<file path="config.mk">
export PLATFORM = sky130hd
export DESIGN_NAME = dsm_dac_sample_scheduler
export DESIGN_NICKNAME = d
export VERILOG_FILES = /design/src/rtl/dsm_dac_sample_scheduler.sv
export SDC_FILE = /design/constraint.sdc
export NUM_CORES = 1
export LEC_CHECK = 0
export ABC_AREA = 0
export BUFFER_PORTS_ARGS = -buffer_cell sky130_fd_sc_hd__buf_2
export CAP_MARGIN = 5
export CELL_PAD_IN_SITES_DETAIL_PLACEMENT = 2
export CELL_PAD_IN_SITES_GLOBAL_PLACEMENT = 2
export CORE_MARGIN = 2
export CORE_UTILIZATION = 35
export CTS_CLUSTER_DIAMETER = 120
export CTS_CLUSTER_SIZE = 24
export DETAILED_ROUTE_END_ITERATION = 12
export PLACE_DENSITY = 0.82
export SYNTH_ARGS = -nofsm -noshare
export SYNTH_HDL_FRONTEND = slang
export SYNTH_SLANG_ARGS = --single-unit
export TNS_END_PERCENT = 5
</file>
<file path="constraint.sdc">
create_clock -name aclk -period 9.7 [get_ports aclk]
set_clock_uncertainty 0.2 [all_clocks]
set_input_delay 2.425 -clock aclk [delete_from_list [all_inputs] [get_ports aclk]]
set_output_delay 2.425 -clock aclk [all_outputs]
set_load 0.02 [all_outputs]
</file>
<file path="src/rtl/dsm_dac_sample_scheduler.sv">
// dsm_dac_sample_scheduler
// Rate-adapting front end for the first-order delta-sigma DAC stage.
// PCM samples arrive on an AXI-Stream slave and are buffered in a small FIFO.
// Each sample is held on the modulator port for osr_q accepted ticks.
// Underrun either repeats the last sample or outputs zero.

module dsm_dac_sample_scheduler #(
    parameter int WIDTH      = 16,
    parameter int OSR_W      = 8,
    parameter int FIFO_DEPTH = 4
) (
    input  logic                          aclk,
    input  logic                          arst_n,
    input  logic                          cfg_enable,
    input  logic [OSR_W-1:0]              cfg_osr,
    input  logic                          cfg_underrun_mute,
    input  logic [WIDTH-1:0]              s_axis_tdata,
    input  logic                          s_axis_tvalid,
    output logic                          s_axis_tready,
    output logic [WIDTH-1:0]              m_axis_tdata,
    output logic                          m_axis_tvalid,
    input  logic                          m_axis_tready,
    output logic                          stat_underrun,
    output logic [$clog2(FIFO_DEPTH):0]   stat_fifo_level,
    output logic [15:0]                   stat_sample_cnt
);

    localparam int AW = $clog2(FIFO_DEPTH);
    localparam int LW = AW + 1;
    localparam logic [LW-1:0] FULL_LEVEL = LW'(FIFO_DEPTH);

    typedef enum logic [1:0] {
        S_IDLE,
        S_PRIME,
        S_RUN,
        S_UNDERRUN
    } state_t;

    state_t           r_state;
    logic [WIDTH-1:0] r_mem [FIFO_DEPTH];
    logic [AW-1:0]    r_wptr;
    logic [AW-1:0]    r_rptr;
    logic [LW-1:0]    r_level;
    logic [OSR_W-1:0] r_cnt;
    logic [OSR_W-1:0] r_osr_q;
    logic [WIDTH-1:0] r_hold;
    logic [WIDTH-1:0] r_tdata;
    logic             r_tvalid;
    logic             r_underrun;
    logic [15:0]      r_sample_cnt;

    logic             w_full;
    logic             w_empty;
    logic             w_push;
    logic             w_accept;
    logic             w_last;
    logic             w_period_end;
    logic             w_load;
    logic [WIDTH-1:0] w_head;
    logic [OSR_W-1:0] w_osr_eff;

    assign w_full       = (r_level == FULL_LEVEL);
    assign w_empty      = (r_level == '0);
    assign w_push       = s_axis_tvalid && s_axis_tready;
    assign w_accept     = r_tvalid && m_axis_tready;
    assign w_last       = (r_cnt == (r_osr_q - OSR_W'(1)));
    assign w_period_end = w_accept && w_last;
    assign w_head       = r_mem[r_rptr];
    assign w_osr_eff    = (cfg_osr == '0) ? OSR_W'(1) : cfg_osr;

    // A load pops the FIFO head; it happens when priming, or at a period
    // boundary in RUN/UNDERRUN, and only when a sample is already buffered.
    assign w_load = cfg_enable && !w_empty &&
                    ((r_state == S_PRIME) ||
                     (((r_state == S_RUN) || (r_state == S_UNDERRUN)) && w_period_end));

    assign s_axis_tready   = cfg_enable && !w_full;
    assign m_axis_tdata    = r_tdata;
    assign m_axis_tvalid   = r_tvalid;
    assign stat_underrun   = r_underrun;
    assign stat_fifo_level = r_level;
    assign stat_sample_cnt = r_sample_cnt;

    // FIFO storage; contents need no reset since level gates every read
    always_ff @(posedge aclk) begin
        if (w_push) begin
            r_mem[r_wptr] <= s_axis_tdata;
        end
    end

    // FIFO pointers and occupancy; disabling flushes the buffer
    always_ff @(posedge aclk) begin
        if (!arst_n || !cfg_enable) begin
            r_wptr  <= '0;
            r_rptr  <= '0;
            r_level <= '0;
        end else begin
            if (w_push) begin
                r_wptr <= r_wptr + AW'(1);
            end
            if (w_load) begin
                r_rptr <= r_rptr + AW'(1);
            end
            r_level <= r_level + LW'(w_push) - LW'(w_load);
        end
    end

    // Sequencer FSM with registered modulator outputs and status
    always_ff @(posedge aclk) begin
        if (!arst_n) begin
            r_state      <= S_IDLE;
            r_cnt        <= '0;
            r_osr_q      <= OSR_W'(1);
            r_hold       <= '0;
            r_tdata      <= '0;
            r_tvalid     <= 1'b0;
            r_underrun   <= 1'b0;
            r_sample_cnt <= '0;
        end else begin
            r_underrun <= 1'b0;
            if (!cfg_enable) begin
                r_state  <= S_IDLE;
                r_cnt    <= '0;
                r_hold   <= '0;
                r_tdata  <= '0;
                r_tvalid <= 1'b0;
            end else begin
                case (r_state)
                    S_IDLE: begin
                        r_state <= S_PRIME;
                    end
                    S_PRIME: begin
                        // waits for w_load, handled below
                    end
                    S_RUN: begin
                        if (w_accept) begin
                            if (!w_last) begin
                                r_cnt <= r_cnt + OSR_W'(1);
                            end else if (w_empty) begin
                                r_state    <= S_UNDERRUN;
                                r_cnt      <= '0;
                                r_underrun <= 1'b1;
                                r_tdata    <= cfg_underrun_mute ? '0 : r_hold;
                            end
                        end
                    end
                    S_UNDERRUN: begin
                        r_tdata <= cfg_underrun_mute ? '0 : r_hold;
                        if (w_accept) begin
                            if (!w_last) begin
                                r_cnt <= r_cnt + OSR_W'(1);
                            end else begin
                                r_cnt <= '0;
                            end
                        end
                    end
                endcase
                // Load overrides the per-state updates above (last NBA wins)
                if (w_load) begin
                    r_hold       <= w_head;
                    r_osr_q      <= w_osr_eff;
                    r_cnt        <= '0;
                    r_sample_cnt <= r_sample_cnt + 16'd1;
                    r_state      <= S_RUN;
                    r_tvalid     <= 1'b1;
                    r_tdata      <= w_head;
                end
            end
        end
    end

endmodule

</file>
* After elaboration in Yosys (flattened, before gate mapping) *
Memories as Yosys holds them, arrays and structs flattened. A register that Yosys moved wholly into a read port is not among the register bits.
Index checks and enable logic that the tools add are counted.

storage, ports and cells
  input bits = 30
  memories kept = 1
  memory bits (writable) = 64
  output and inout bits = 38
  bits in registers = 75
  logic and storage cells = 87

memory list
  memory  words  bits a word  rd ports  clocked after memory_dff  wr ports  RTL line  text
  r_mem   4      16           1         1                         1         40        logic [WIDTH-1:0] r_mem [FIFO_DEPTH];

cells by class
  equal/unequal tests = 13
  reduce and logical (&&, ||, !) cells = 29
  add/subtract/negate cells = 7
  bitwise logic cells = 2
  muxes and demuxes = 23

operator list
  cell                                               count
  two-way mux 16 bit                                 5
  two-way mux 8 bit                                  6
  one-hot mux 16 bit (2 select lines)                1
  adder 16 x 1 -> 16 bit (second input constant)     1
  one-hot mux 8 bit (2 select lines)                 1
  AND reduction 4 bit                                4
  two-way mux 2 bit                                  6
  != test 3 bit (second input constant)              4
  adder 8 x 1 -> 8 bit (second input constant)       1
  equality test 8 bit                                1
  logical NOT 8 bit                                  1
  != test 2 bit (second input constant)              4
  subtractor 8 x 1 -> 8 bit (second input constant)  1
  logical AND 1 bit                                  7
  nonzero test 3 bit                                 2
  AND reduction 5 bit                                1
  adder 2 x 1 -> 2 bit (second input constant)       2
  equality test 2 bit (second input constant)        2
  logical NOT 1 bit                                  4
  one-hot mux 2 bit (2 select lines)                 1
  AND reduction 2 bit                                2
  nonzero test 2 bit                                 2
  adder 3 x 1 -> 3 bit                               1
  equality test 3 bit (second input constant)        1
  other kinds (8)                                    13

* Longest topological paths before layout *
Gate-level depths: netlist of run 1.

  word-level depth = 8
  depth in mapped cells = 17
  gate-level depth less buffers = 15

* Worst setup path after synthesis of run 1 *
Ideal clock, no wire load.

  path kind = in2out
  start = input port cfg_enable
  end = output port s_axis_tready
  cell stages on the path = 1
  path buffers = 0
  required time = 7.075 ns
  setup slack = 3.972 ns
  data arrival time = 3.103 ns
  cells stage by stage = a21boi_0

between the ends
  longest elaborated chain between the ends = 1

RTL lines
  item               RTL line  text
  start, declared    14        input logic cfg_enable,
  logical AND 1 bit  77        assign s_axis_tready = cfg_enable && !w_full;
  end, declared      19        output logic s_axis_tready,

No other way between the ends.

* Worst setup path in the final report of run 1 *
Ends and elaborated chain as after synthesis.

==> metrics.md, run 1 <==
| Metric | Value |
|---|---|
| Status | `complete, no violations` |
| Row Count | `between 40 and 50` |
| Placer congestion estimate | `between 0.7 and 0.8` |
| DR vias | `4305` |
| Kind of critical path | `in -> out` |
| CTS Buf Count | `17` |
| Dpl hpwl | `between 10 and 15 mm` |
| Sequential element share of the synthesized area | `0.5926` |
| Final setup violation count | `0` |
| F_max | `about 0.16 GHz` |
| Worst Hold Endpoint | `r_hold[14]` |
| Cell Area, Synth | `approximately 0.006 mm^2` |
| Cell variety after synth | `46` |
| Initial antenna violation count | `0` |
| IO Port Bufs | `67` |
| First-pass GRT wire length | `26.74 mm` |
| Critical path capture point type | `output port` |
| Worst-path clk slew | `0.07 ns` |
| Drt pass-1 iters | `4` |
| Clk buf depth | `2` |
| Routed Antenna Nets | `0` |
| Largest net degree at the start of global routing | `71` |
| Clock Latency Late Sink | `approximately 0.43 ns` |
| # hold bufs at CTS | `0` |
| Critical path's largest stage delay | `0.70 ns` |
| Tmin final | `6.184 ns` |
| Root buf cell | `clkbuf_16` |
| Vias in the first global route | `approximately 4800` |
| Cells after Synth | `about 520` |
| Reg2reg setup slack | `~5.7 ns` |
| Top Ports | `68` |
| Leakage | `2.486 nW` |
| Final core utilization | `0.4234` |
| Setup TNS | `0 ns` |
| Min Hold Slack | `0.2720 ns` |
| Filler Cell Count | `1699` |
| Largest fanout on the critical path | `6` |
| Slew headroom | `0.3254` |
| Tightest Hold Check Type | `reg -> reg` |
| Top_reg_cell synth | `dfxtp_1` |
| RSZ-0062 raised after global routing | `false` |
| Wirelength per Cell | `slightly above 20 um` |
| Pins Over Slew Limit | `0` |
| Die X | `approximately 130 um` |
| FF-to-FF path depth | `16` |
| Critical path's most frequent cell | `buf_2` |
| Synthesized area per cell | `~11 um^2` |
| Area Overhead vs Synth | `19.29%` |
| Origin of the worst min-delay path | `r_hold[14]` |
| Nets | `620` |
| Power per standard cell area | `between 150 and 200 mW/mm^2` |
| Vias per inst | `5.295` |
| Number of DRC markers in iteration 0 | `between 150 and 200` |
| # clock sinks | `around 140` |
| Total gr overflow | `0` |
| Hold path cells | `2` |
| Die Span Y | `133.2 um` |
| Yosys reg bits | `about 140` |
| Post-cts sizing count | `0` |
| Worst slew pin tran | `between 1 and 1.5 ns` |
| Post-CTS Setup Inserts | `0` |
| Ys async rst share | `0` |
| Total Wirelength | `16.78 mm` |
| Reg2reg start | `r_osr_q[0]` |
| Core Footprint | `around 0.016 mm^2` |
| Post-synth EDFFs | `64` |
| Layout cells sized above 1 | `0.2108` |
| Worst EP arrival | `between 3 and 4 ns` |
| Synth warnings | `0` |
| Drc violations | `0` |
| Initial Utilization | `0.3549` |
| Final period utilization | `0.6375` |
| Startpoint Class | `primary input` |
| CTS tree | `yes` |
| CP Cell Sequence | `buf_2, a21boi_0, buf_2` |
| Worst path required time | `7.08 ns` |
| GRT Overall Usage | `0.1998` |
| Die footprint | `roughly 0.018 mm^2` |
| Final hold violation count | `0` |
| RR Endpoint | `stat_fifo_level[2]` |
| H-tree depth | `4` |
| VDD IR-drop max | `between 0.1 and 0.15 mV` |
| Syn Nets | `between 500 and 600` |
| Antenna cell count | `0` |
| Critical path's slowest cell | `a21boi_0` |
| Max-Cap Viols | `0` |
==> worst max-delay path: cells and delay by family <==
family                 cells  cell delay (ns)
AO/OA/AOI/OAI              1             0.70
buffers and inverters      2             0.43
==> cells by family after synthesis <==
group | Yosys count | synth area share
simple gates | 175 | 0.1383
buf+inv | 44 | 0.03297
compound gates | 111 | 0.1214
flops | 141 | 0.5926
xor+xnor | 18 | 0.02697
fa+ha+maj | 10 | 0.02269
mux | 18 | 0.06508
==> state kept, by name, summed over array words and instances, names as in the netlist, named ones only <==
name             flops
stat_underrun        1
stat_fifo_level      3
r_osr_q              8
r_wptr               2
r_state              2
m_axis_tvalid        1
m_axis_tdata        16
r_mem               64
r_rptr               2
r_hold              16
stat_sample_cnt     16
r_cnt                8
==> stage by stage <==
step	power (mW)	cells	setup WS, ns	cell area (um^2)
5_1_grt	1.408	813	3.446	6972
4_1_cts	1.379	813	3.564	6972
6_report	1.362	813	3.516	6972
3_3_place_gp	0.6843	781	3.715	6356
2_1_floorplan	0.6664	517	3.972	5844
3_5_place_dp	0.6884	781	3.564	6356
==> layout make-up <==
type / count / area (um^2) / share of cell area
Inverter: 17 / 63.81 / 0.009153
Timing Repair Buffer: 71 / 365.4 / 0.05240
Clock inverter: 15 / 190.2 / 0.02728
Tap cell: 220 / 275.3 / 0.03948
Clock buffer: 17 / 425.4 / 0.06102
Multi-Input combinational cell: 332 / 2188 / 0.3139
Sequential cell: 141 / 3463 / 0.4968
==> cells in the final DEF (no fill, tap or decap), drive strengths merged, types with 12 or more instances in the layout <==
cell type  count
inv           28
nor3          13
dfxtp         77
nand2         73
edfxtp        64
buf           71
nor2          41
o21ai         12
a21oi         59
xnor2         12
a221oi        16
nand3         15
clkbuf        17
mux4          16
==> power by group <==
part           total, mW  leakage [nW]  switching [mW]  internal (mW)
sequential         0.631          1.20         0.00365          0.627
combinational     0.0453         0.982          0.0310         0.0143
clock              0.686         0.302           0.291          0.394
total               1.36          2.49           0.326           1.04
==> synthesized netlist by cell type, types with 3 or more instances <==
cell type	number	share of area
xor2_1	6	0.0090
dfxtp_1	77	0.26
inv_1	17	0.011
and3_1	5	0.0054
nor4_1	3	0.0032
a21o_1	3	0.0039
ha_1	9	0.019
nand2_1	73	0.047
buf_2	10	0.0086
a21oi_1	59	0.051
clkbuf_1	15	0.0096
and2_1	3	0.0032
edfxtp_1	64	0.33
a221oi_1	16	0.024
xnor2_1	12	0.018
or4_1	6	0.0077
o21ai_0	12	0.010
nor2_1	41	0.026
o31ai_1	5	0.0064
a22oi_1	3	0.0039
mux4_2	16	0.062
nand3_1	15	0.013
or3_1	8	0.0086
nor3_1	13	0.011
==> worst max-delay path by stage <==
stage	startpoint	endpoint	slack [ns]	cells past startpoint
2_1_floorplan	cfg_enable	s_axis_tready	3.97	1
3_3_place_gp	cfg_enable	s_axis_tready	3.72	3
3_5_place_dp	cfg_enable	s_axis_tready	3.56	3
4_1_cts	cfg_enable	s_axis_tready	3.56	3
5_1_grt	cfg_enable	s_axis_tready	3.45	3
6_report	cfg_enable	s_axis_tready	3.52	3
==> metal layers <==
metal / global-route usage / vias to the layer above / routed length, um
li1: - / 2020 / -
met3: 0.03729 / 23 / 526
met1: 0.2257 / 2187 / 6768
met4: 0.08215 / 0 / 324
met2: 0.3702 / 75 / 9163
met5: 0 / - / 0
Power figures use the tool's default switching activity.
==> run 2, diff against run 1 <==
--- a/config.mk
+++ b/config.mk
@@ -5,7 +5,7 @@
 export SDC_FILE = /design/constraint.sdc
 export NUM_CORES = 1
 export LEC_CHECK = 0
-export ABC_AREA = 0
+export ABC_AREA = 1
 export BUFFER_PORTS_ARGS = -buffer_cell sky130_fd_sc_hd__buf_2
 export CAP_MARGIN = 5
 export CELL_PAD_IN_SITES_DETAIL_PLACEMENT = 2
@@ -15,7 +15,7 @@
 export CTS_CLUSTER_DIAMETER = 120
 export CTS_CLUSTER_SIZE = 24
 export DETAILED_ROUTE_END_ITERATION = 12
-export PLACE_DENSITY = 0.82
+export PLACE_DENSITY = 0.87
 export SYNTH_ARGS = -nofsm -noshare
 export SYNTH_HDL_FRONTEND = slang
 export SYNTH_SLANG_ARGS = --single-unit
==> constraint.sdc (replaced) <==
create_clock -name aclk -period 5.8 [get_ports aclk]
set_clock_uncertainty 0.2 [all_clocks]
set_input_delay 1.45 -clock aclk [delete_from_list [all_inputs] [get_ports aclk]]
set_output_delay 1.45 -clock aclk [all_outputs]
set_load 0.02 [all_outputs]
==> metrics.md, run 2 <==
| Metric | Value |
|---|---|
| Synthesized area per cell | `8.644 um^2 (-24%)` |
| Cell variety after synth | `36 (-22%)` |
| First-pass GRT wire length | `30.17 mm (+13%)` |
| Filler Cell Count | `1888 (+11%)` |
| Clock Latency Late Sink | `0.44 ns (about the same)` |
| Final setup violation count | `0 (unchanged)` |
| CTS tree | `yes` |
| CTS Buf Count | `17 (unchanged)` |
| Cells after Synth | `722 (+40%)` |
| DP Cell Count | `989 (+27%)` |
| Post-CTS Setup Inserts | `0 (unchanged)` |
| Critical path's most frequent cell | `nand2_1` |
| Sequential element share of the synthesized area | `0.5549 (-0.03766)` |
| Min Hold Slack | `0.2952 ns (+0.02317 ns)` |
| Worst path required time | `5.97 ns (-1.11 ns)` |
| Root buf cell | `clkbuf_16` |
| Critical path's largest stage delay | `0.85 ns (+0.15 ns)` |
| Clk buf depth | `2 (unchanged)` |
| Pre-CTS setup slack | `1.738 ns (-1.826 ns)` |
| Row Count | `48 (+2.1%)` |
| Final setup margin | `2.100 ns (-1.416 ns)` |
| Worst-path clk slew | `0.07 ns (about the same)` |
| Syn Nets | `762 (+37%)` |
| Largest register FFs | `64 (unchanged)` |
| Core Footprint | `0.01736 mm^2 (+5.4%)` |
| Vias per inst | `5.077 (-4.1%)` |
| Drc violations | `0 (unchanged)` |
| Die footprint | `0.01892 mm^2 (+6.6%)` |
| Routed Antenna Nets | `0 (unchanged)` |
| Drt pass-1 iters | `5 (+1)` |
| Pins Over Slew Limit | `0 (unchanged)` |
| Top_reg_cell synth | `dfxtp_1` |
| Ys async rst share | `0 (unchanged)` |
| Kind of critical path | `reg -> reg` |
| Area Overhead vs Synth | `17.86%` |
| Placer congestion estimate | `0.7915 (+6.1%)` |
| # hold bufs at CTS | `0 (unchanged)` |
| Final cell count without fillers | `1021 (+26%)` |
| Largest net degree at the start of global routing | `49 (-31%)` |
| Tightest Hold Check Type | `reg -> reg` |
| Top Ports | `68 (unchanged)` |
| Startpoint Class | `flip-flop` |
| Leakage | `3.008 nW (+21%)` |
| Total Wirelength | `18.48 mm (+10%)` |
| Status | `complete, no violations` |
| Die Span Y | `137.5 um (+3.2%)` |
| Most instantiated cells after synthesis | `nand2_1 (227), dfxtp_1 (77), edfxtp_1 (64)` |
| Die X | `137.5 um (+3.2%)` |
| Total gr overflow | `0 (unchanged)` |
| Final hold violation count | `0 (unchanged)` |
| Worst slew pin tran | `1.173 ns (+0.1636 ns)` |
| Vias in the first global route | `5811 (+22%)` |
| Initial antenna violation count | `0 (unchanged)` |
| Wirelength per Cell | `18.10 um (-12%)` |
| Initial Utilization | `0.3596 (+0.004634)` |
| RSZ-0062 raised after global routing | `false` |
| Power per standard cell area | `302.4 mW/mm^2 (+55%)` |
| # clock sinks | `141 (unchanged)` |
| H-tree depth | `4 (unchanged)` |
| Synth warnings | `0 (unchanged)` |
| DR vias | `5184 (+20%)` |
| Post-cts sizing count | `0 (unchanged)` |
| Leading area contributor after synthesis | `edfxtp_1` |
| Layout cells sized above 1 | `0.1470 (-0.06381)` |
| CP Cell Sequence | `inv_2, ha_1, inv_1, nand2_1, nand2_1, nor2_1, nand2_1, nor2_1, nand3_1, nor2_2, nand3_2, nand2_4, nand2_2, buf_4, nand2_1, nand2_1, o21bai_1` |
| Max-Cap Viols | `0 (unchanged)` |
| Post-synth top area share | `0.3079 (-0.02090)` |
| Commonest non-fill, non-tap cells in the layout | `nand2_1 (227), dfxtp_1 (77), buf_2 (67), edfxtp_1 (64), inv_1 (62)` |
| Dpl hpwl | `12.51 mm (+12%)` |
| Cell Area, Synth | `0.006241 mm^2 (+6.8%)` |
| F_max | `~0.27 GHz` |
| Synth top area cells | `edfxtp_1 (31%), dfxtp_1 (25%), nand2_1 (14%)` |
| Setup TNS | `0 ns (unchanged)` |
| Final core utilization | `0.4238 (about the same)` |
| GRT Overall Usage | `0.2113 (+0.01150)` |
| Antenna cell count | `0 (unchanged)` |
| Tmin final | `3.700 ns` |
| Commonest non-fill, non-tap cell in the layout | `nand2_1` |
| Nets | `823 (+33%)` |
| Critical path's slowest cell | `nand2_1` |
| Critical path capture point type | `flip-flop` |
| Largest fanout on the critical path | `48 (+42)` |
| IO Port Bufs | `67 (unchanged)` |
| Most flops, register | `r_mem` |
| Number of DRC markers in iteration 0 | `174 (-4.4%)` |
| Final period utilization | `0.6379` |
| Top-count cell post-synth | `nand2_1` |
| Slew headroom | `0.2168 (-0.1085)` |
| Post-synth EDFFs | `64 (unchanged)` |
| VDD IR-drop max | `0.2506 mV (+92%)` |
| Worst EP arrival | `3.87 ns (+0.31 ns)` |
| Yosys reg bits | `141 (unchanged)` |
==> run 2: kinds of logic after synthesis <==
family,after synthesis,synth area share
simple gates,355,0.2338
flops,141,0.5549
compound gates,104,0.1016
buf+inv,95,0.06235
xor+xnor,17,0.02606
fa+ha+maj,10,0.02125
==> run 2: per-stage QoR <==
stage          power [mW]  instance area (um^2)
6_report            2.225                  7356
3_3_place_gp        1.148                  6760
5_1_grt             2.289                  7356
4_1_cts             2.246                  7356
3_5_place_dp        1.154                  6760
2_1_floorplan       1.119                  6241
==> run 2: area by class of cell <==
| cell class | count | area [um^2] | share of cell area |
|---|---|---|---|
| sequential | 141 | 3463 | 0.4708 |
| multi-input combinational | 486 | 2399 | 0.3261 |
| timing repair buffer | 72 | 372.9 | 0.05069 |
| inverter | 65 | 244.0 | 0.03317 |
| tap | 225 | 281.5 | 0.03827 |
| clock inverter | 15 | 170.2 | 0.02313 |
| clock buffer | 17 | 425.4 | 0.05783 |
==> run 2: path summary, 6_finish.rpt <==
check / from / cells after the start / slack (ns) / end
worst max register to register: r_osr_q[0] / 17 / 2.10 / m_axis_tdata[10]
worst max-delay path: r_osr_q[0] / 17 / 2.10 / m_axis_tdata[10]
worst min register to register: r_state[0] / 1 / 0.30 / stat_underrun
worst min-delay path: r_state[0] / 1 / 0.30 / stat_underrun
==> run 2: worst max-delay path, delay by kind of cell (launching register included) <==
family,cells,cell delay (ns)
and+or+nand+nor,12,2.10
buffers and inverters,3,0.42
DFF,1,0.40
adders and majority gates,1,0.31
AOI/OAI and AO/OA,1,0.19
==> run 2: where the power goes <==
| group | switching (mW) | internal [mW] | leakage, nW |
|---|---|---|---|
| Clock | 0.514 | 0.578 | 0.281 |
| Combinational | 0.0563 | 0.0230 | 1.52 |
| Sequential | 0.00496 | 1.05 | 1.20 |
| Total | 0.575 | 1.65 | 3.01 |
==> run 2: routing by layer <==
metal	wire length, um	part of all wire	global-route usage	vias to the layer above
met2	9759	0.53	0.3917	88
met5	0	0	0	-
met4	382	0.021	0.08362	0
met3	580	0.031	0.03716	30
li1	-	-	-	2506
met1	7760	0.42	0.2392	2560
